--- src/rtl/softmax_sub_ctrl.sv ---
// softmax_sub_ctrl: sequencer for the 4-lane max-subtract stage of the softmax path.
// Each input buffer location (4 x DW words) is read, handed to the external subtract
// datapath with the latched max value, and the registered results are written to the
// output RAM in one RD/EXE/WR pass. The write phase stalls on wr_ready.
// Optional feature: define SUB_SAT_CNT_EN to add the sat_cnt output, which counts lanes
// that return the datapath saturation code during a run.
module softmax_sub_ctrl #(
    parameter int unsigned DW        = 16,
    parameter int unsigned RD_AWIDTH = 4,
    parameter int unsigned WR_AWIDTH = 9
) (
    input  logic                   clk,
    input  logic                   rst,
    input  logic                   start,
    input  logic [RD_AWIDTH:0]     num_locs,
    input  logic [RD_AWIDTH-1:0]   rd_base,
    input  logic [WR_AWIDTH-1:0]   wr_base,
    input  logic [DW-1:0]          max_in,
    output logic                   busy,
    output logic                   done,
    output logic                   rd_en,
    output logic [RD_AWIDTH-1:0]   rd_addr,
    input  logic [4*DW-1:0]        rd_data,
    output logic [DW-1:0]          sub_a0,
    output logic [DW-1:0]          sub_a1,
    output logic [DW-1:0]          sub_a2,
    output logic [DW-1:0]          sub_a3,
    output logic [DW-1:0]          sub_b,
    input  logic [DW-1:0]          sub_res0,
    input  logic [DW-1:0]          sub_res1,
    input  logic [DW-1:0]          sub_res2,
    input  logic [DW-1:0]          sub_res3,
    output logic                   wr_en,
    output logic [WR_AWIDTH-1:0]   wr_addr,
    output logic [4*DW-1:0]        wr_data,
    input  logic                   wr_ready
`ifdef SUB_SAT_CNT_EN
    ,
    output logic [7:0]             sat_cnt
`endif
);

    typedef enum logic [2:0] {StIdle, StRd, StExe, StWr, StDone} state_e;

    localparam logic [RD_AWIDTH:0] IdxOne = 1;

    state_e                 state_q, state_d;
    logic [RD_AWIDTH:0]     idx_q;
    logic [RD_AWIDTH:0]     num_locs_q;
    logic [RD_AWIDTH-1:0]   rd_base_q;
    logic [WR_AWIDTH-1:0]   wr_base_q;
    logic [DW-1:0]          max_q;
    logic [4*DW-1:0]        wr_data_q;

    logic start_ok;
    logic last_loc;
    logic wr_accept;

    assign start_ok  = (state_q == StIdle) && start;
    assign last_loc  = (idx_q == (num_locs_q - IdxOne));
    assign wr_accept = (state_q == StWr) && wr_ready;

    // State register
    always_ff @(posedge clk or negedge rst) begin
        if (!rst) begin
            state_q <= StIdle;
        end else begin
            state_q <= state_d;
        end
    end

    // Next-state logic
    always_comb begin
        state_d = state_q;
        unique case (state_q)
            StIdle: begin
                if (start) begin
                    state_d = (num_locs == '0) ? StDone : StRd;
                end
            end
            StRd:  state_d = StExe;
            StExe: state_d = StWr;
            StWr: begin
                if (wr_ready) begin
                    state_d = last_loc ? StDone : StRd;
                end
            end
            StDone:  state_d = StIdle;
            default: state_d = StIdle;
        endcase
    end

    // Run parameters are captured only on an accepted start so they stay fixed mid-run
    always_ff @(posedge clk or negedge rst) begin
        if (!rst) begin
            idx_q      <= '0;
            num_locs_q <= '0;
            rd_base_q  <= '0;
            wr_base_q  <= '0;
            max_q      <= '0;
        end else if (start_ok) begin
            idx_q      <= '0;
            num_locs_q <= num_locs;
            rd_base_q  <= rd_base;
            wr_base_q  <= wr_base;
            max_q      <= max_in;
        end else if (wr_accept && !last_loc) begin
            idx_q <= idx_q + IdxOne;
        end
    end

    // Capture datapath results at the end of EXE; held through any WR stall
    always_ff @(posedge clk or negedge rst) begin
        if (!rst) begin
            wr_data_q <= '0;
        end else if (state_q == StExe) begin
            wr_data_q <= {sub_res3, sub_res2, sub_res1, sub_res0};
        end
    end

    // Output decode from the current state
    always_comb begin
        busy    = 1'b0;
        done    = 1'b0;
        rd_en   = 1'b0;
        rd_addr = '0;
        wr_en   = 1'b0;
        wr_addr = '0;
        sub_a0  = '0;
        sub_a1  = '0;
        sub_a2  = '0;
        sub_a3  = '0;
        unique case (state_q)
            StIdle: ;
            StRd: begin
                busy    = 1'b1;
                rd_en   = 1'b1;
                rd_addr = rd_base_q + idx_q[RD_AWIDTH-1:0];
            end
            StExe: begin
                busy   = 1'b1;
                sub_a0 = rd_data[0*DW +: DW];
                sub_a1 = rd_data[1*DW +: DW];
                sub_a2 = rd_data[2*DW +: DW];
                sub_a3 = rd_data[3*DW +: DW];
            end
            StWr: begin
                busy    = 1'b1;
                wr_en   = 1'b1;
                wr_addr = wr_base_q + WR_AWIDTH'(idx_q);
            end
            StDone: begin
                busy = 1'b1;
                done = 1'b1;
            end
            default: ;
        endcase
    end

    assign sub_b   = max_q;
    assign wr_data = wr_data_q;

`ifdef SUB_SAT_CNT_EN
    // Saturation code: sign bit set, all other bits clear
    localparam logic [DW-1:0] SatCode = {1'b1, {(DW-1){1'b0}}};

    logic [7:0] sat_cnt_q;
    logic [2:0] sat_hits;
    logic [8:0] sat_sum;

    // Count lanes returning the saturation code in this EXE cycle
    always_comb begin
        sat_hits = 3'd0;
        if (sub_res0 == SatCode) sat_hits = sat_hits + 3'd1;
        if (sub_res1 == SatCode) sat_hits = sat_hits + 3'd1;
        if (sub_res2 == SatCode) sat_hits = sat_hits + 3'd1;
        if (sub_res3 == SatCode) sat_hits = sat_hits + 3'd1;
        sat_sum = {1'b0, sat_cnt_q} + {6'd0, sat_hits};
    end

    // Saturating counter, cleared by an accepted start and held between runs
    always_ff @(posedge clk or negedge rst) begin
        if (!rst) begin
            sat_cnt_q <= '0;
        end else if (start_ok) begin
            sat_cnt_q <= '0;
        end else if (state_q == StExe) begin
            sat_cnt_q <= sat_sum[8] ? 8'hFF : sat_sum[7:0];
        end
    end

    assign sat_cnt = sat_cnt_q;
`endif

endmodule

--- config.mk ---
export PLATFORM = sky130hd
export DESIGN_NAME = softmax_sub_ctrl
export DESIGN_NICKNAME = d
export VERILOG_FILES = /design/src/rtl/softmax_sub_ctrl.sv
export SDC_FILE = /design/constraint.sdc
export NUM_CORES = 1
export LEC_CHECK = 0
export ABC_AREA = 1
export CORE_UTILIZATION = 35
export CTS_BUF_LIST = sky130_fd_sc_hd__clkbuf_4 sky130_fd_sc_hd__clkbuf_8
export DETAILED_ROUTE_END_ITERATION = 6
export PLACE_DENSITY = 0.88
export SYNTH_ARGS = -nofsm -noshare
export SYNTH_HDL_FRONTEND = slang
export SYNTH_SLANG_ARGS = --single-unit
export TNS_END_PERCENT = 5
--- constraint.sdc ---
create_clock -name clk -period 1.9 [get_ports clk]
set_input_delay 0.285 -clock clk [delete_from_list [all_inputs] [get_ports clk]]
set_output_delay 0.285 -clock clk [all_outputs]
set_load 0.1 [all_outputs]
### Word level (Yosys, flattened, before mapping)

Index checks and enable logic that the tools add are counted.

* register bits: 106

* mux-type cells: 17
* reductions and logical operators: 9
* equality and inequality tests: 7
* add/subtract/negate cells: 4

Operator list (count)
* 16-bit 2-to-1 mux: 4
* 3-bit 2-to-1 mux: 4
* 3-bit one-hot mux with 4 select lines: 1
* 5-bit 2-to-1 mux: 2
* 9-bit by 5-bit adder with 9-bit output: 1
* 9-bit 2-to-1 mux: 1
* 3-bit by 2-bit == test with 1-bit output (second input constant): 2
* 5-bit by 1-bit adder with 5-bit output (second input constant): 1
* 5-bit == test: 1
* 5-bit logical NOT: 1
* 5-bit by 1-bit subtractor with 5-bit output (second input constant): 1
* 4-bit adder: 1
* 1-bit 2-to-1 mux: 4
* 4-bit 2-to-1 mux: 1
* 2-bit != test (second input constant): 2
* 4-bit OR reduction: 1
* 3-bit by 1-bit == test with 1-bit output (second input constant): 1
* 3-bit == test (second input constant): 1
* 1-bit logical AND: 3
* 3-bit logical NOT: 1
* 2-bit AND reduction: 1
* 2-bit nonzero test: 1
* 1-bit logical NOT: 1

### Longest topological paths before layout

* word-level depth: 6
* depth in mapped cells: 12
* depth with buffers taken out: 12

### Least setup slack after synthesis

Ideal clock, no wire load.

* kind: flip-flop to output port
* start: register state_q[2]
* end: output port rd_addr[3]
* path buffers: 0
* stages on the path, launching flop included: 4
* slack: -2.804 ns
* arrival: 4.419 ns
* required time: 1.615 ns
* path through: dfrtp_1 nor3_1 inv_1 nor2_1

* longest elaborated chain between the ends: 2

RTL lines
* start: declaration: line 47 `state_e state_q, state_d;`
* start signal: assignment: line 66 `state_q <= StIdle;`
* start signal: assignment: line 68 `state_q <= state_d;`
* 3-bit by 1-bit == test with 1-bit output: line 133 `unique case (state_q)`
* 4-bit 2-to-1 mux: line 133
* end: declaration: line 22 `output logic [RD_AWIDTH-1:0] rd_addr,`

No other way between the ends.

### Worst setup path after layout

* start: register wr_base_q[0]
* end: output port wr_addr[8]

* longest elaborated chain between the ends: 2

RTL lines
* start: declaration: line 51 `logic [WR_AWIDTH-1:0] wr_base_q;`
* start signal: assignment: line 105 `wr_base_q <= wr_base;`
* 9-bit by 5-bit adder with 9-bit output: line 150 `wr_addr = wr_base_q + WR_AWIDTH'(idx_q);`
* 9-bit 2-to-1 mux: line 133
* end: declaration: line 34 `output logic [WR_AWIDTH-1:0] wr_addr,`

No other way between the ends.

==> run_results.csv <==
group,metric,value,unit
setup_path,cp.arrival,2.24,ns
yosys,synth_warnings,0,
route,drt-initial-drc-count,280,
setup_path,crit_start,"wr_base_q[0]",
placement,hpwl,14700,um
sta,hold_violations,0,
route,finalWirelength,19500,um
placement,portBuffers,326,
placement,globalplace.congestion,0.815,
clock_network,htree_levels,3,
floorplan,core,14800,um2
sta,maxSlewViolCount,0,
clock_network,clock_sinks,106,
final_layout,syn2layout_area_growth,93.8,%
final_layout,drive_gt1_frac,0.343,
clock_network,clk_latency,0.38,ns
yosys,syn_nets,845,
final_layout,final_util,0.704,
global_route,antenna_found_initial,1,
setup_path,r2r_slack,0.17,ns
yosys,avgSynthCellArea,8.03,um2
clock_network,cts_tree,"built",
hold_path,hp-class,"in -> reg",
sta,period_share,1.33,
job,maxCapViolCount,0,
setup_path,crit_path_end_kind,"output port",
status,violations,"setup timing",
floorplan,ioPinCount,327,
sta,whs,0.420,ns
final_layout,fillers,1035,
clock_network,clock-root-buffer,"clkbuf_8",
floorplan,die_w,126,um
setup_path,crit_end,"wr_addr[8]",
route,routedWlPerCell,16.3,um
yosys,ys_types,26,
floorplan,start_util,0.363,
sta,min_period,2.53,ns
setup_path,crit_path_start_kind,"flip-flop",
clock_network,clock_path_buffers,2,
sta,tns,-19.94,ns
setup_path,r2r_end,"state_q[0]",
global_route,grt.overflow.total,0,
setup_path,reg2reg_depth,12,
sta,setup_ws,-0.627,ns
yosys,yosysSeqAreaShare,0.495,
sta,clock.fmax,396,MHz
setup_path,path_max_fanout,2,
clock_network,clk_pin_slew,0.11,ns
global_route,grtUsageTotal,0.243,
global_route,grt_pass1_wl,29800,um
setup_path,rr_startpoint,"num_locs_q[0]",
yosys,synth_seq_cells,106,
floorplan,core.rowCount,44,
sta,setup_viol,78,
yosys,netlist_area,5360,um2
route,drcViolationCount,0,
sta,grt_setup_unrepaired,"yes",
sta,worst_pin_slew,0.575,ns
final_layout,fin_nets,1186,
route,vias_per_cell,4.63,
yosys,syn_inst,667,
route,ant_nets,0,
sta,slew_headroom,0.616,
sta,fin_worst_skew,0.0162,ns
global_route,first_global_vias,5687,
floorplan,die_area,15800,um2
status,outcome,"finished, violations left",
global_route,grt_max_degree,107,
setup_path,critical_path_class,"reg -> out",
floorplan,chipHeight,126,um
route,drt-pass1-iter-count,6,
setup_path,cp.required,1.62,ns
clock_network,numCtsBuffers,9,
route,vias,5547,
==> cell usage after synthesis, drive strengths merged <==
library cell	n	share of area
a21oi	15	0.014
buf	25	0.027
clkbuf	3	0.0021
dfrtp	106	0.49
fa	2	0.0075
ha	10	0.023
inv	100	0.070
mux2	26	0.069
nand2	237	0.17
nand3	18	0.018
nand4	9	0.011
nor2	95	0.069
nor3	4	0.0056
o21ai	8	0.0075
o31ai	1	0.0014
xnor2	4	0.0065
xor2	4	0.0065
==> stage by stage <==
step                      setup slack, ns  cell area (um2)  instances
after floorplan                    -0.383             5670        667
after global placement             -0.131             9880       1174
after detailed placement           -0.277             9880       1174
after CTS                          -0.591            10200       1195
after global routing               -0.760            10400       1198
final                              -0.627            10400       1198
==> cell type report <==
| cell class | instances | area (um2) | area share |
|---|---|---|---|
| repair buffers | 358 | 4210 | 0.406 |
| clock inverters | 7 | 70.1 | 0.00675 |
| inverters | 100 | 383 | 0.0369 |
| diodes | 1 | 2.50 | 0.000241 |
| clock buffers | 9 | 124 | 0.0119 |
| multi-input cells | 433 | 2710 | 0.261 |
| flip-flops and latches | 106 | 2660 | 0.256 |
| well taps | 184 | 230 | 0.0222 |
==> critical path, stage by stage, from the launching register on <==
cell	delay, ns
dfrtp_1	0.42
ha_4	0.16
inv_2	0.04
fa_2	0.34
inv_2	0.07
nand3_2	0.07
nand2_2	0.08
buf_6	0.09
nand4_1	0.11
nand3_1	0.12
nand2_2	0.07
nor2_4	0.10
buf_12	0.18
==> cells in the final DEF (no fill, tap or decap), drive strengths merged <==
cell | netlist | routed
xor2 | 4 | 4
o21ai | 8 | 8
nand3 | 18 | 18
buf | 25 | 192
a21oi | 15 | 15
dlygate4sd3 | 0 | 1
mux2 | 26 | 26
nand2 | 237 | 237
inv | 100 | 104
fa | 2 | 2
ha | 10 | 10
clkinv | 0 | 3
nor2 | 95 | 95
nor3 | 4 | 4
nand4 | 9 | 9
dfrtp | 106 | 106
clkdlybuf4s50 | 0 | 164
diode | 0 | 1
xnor2 | 4 | 4
clkbuf | 3 | 10
o31ai | 1 | 1
==> cells by family (layout without fill, tap and decap cells) <==
family,count (synthesis),in the layout,share of synthesized area
mux,26,26,0.0686
compound gates,24,24,0.0229
other cells,0,1,0
simple gates,363,363,0.270
flops,106,106,0.495
xor+xnor,8,8,0.0131
fa+ha+maj,12,12,0.0308
buf+inv,128,474,0.0995
==> flip-flops by register name (all words and copies together), names as in the netlist <==
register / cells
sub_b: 16
num_locs_q: 5
state_q: 3
rd_base_q: 4
wr_data: 64
wr_base_q: 9
idx_q: 5
==> worst min-delay path by stage <==
stage	startpoint	endpoint	cells after the start
final	sub_res2[5]	wr_data[37]	3
after global routing	sub_res1[3]	wr_data[19]	3
after CTS	sub_res2[5]	wr_data[37]	3
after detailed placement	rst	wr_base_q[5]	2
after global placement	rst	wr_base_q[5]	2
after floorplan	rst	idx_q[0]	0
==> timing repair <==
| action | 4_1_cts | 5_1_grt |
|---|---|---|
| pin swaps | 8 | 1 |
| resized for setup | 14 | 38 |
| setup buffers | 4 | 2 |
| gates cloned | 0 | 0 |
| endpoints found under the hold margin | 98 | 0 |
| hold buffers | 1 | 0 |
| endpoints found under the setup margin | 78 | 83 |
==> per-layer routing <==
metal,track usage,routed length (um),vias to the layer above
met5,0,0,-
met4,0.0843,533,0
met3,0.0637,1290,37
met2,0.456,10500,233
met1,0.264,7140,2606
li1,-,-,2671
Power is not shown: default switching activity piles up to over one toggle a cycle in this logic, so the estimate is an artifact.
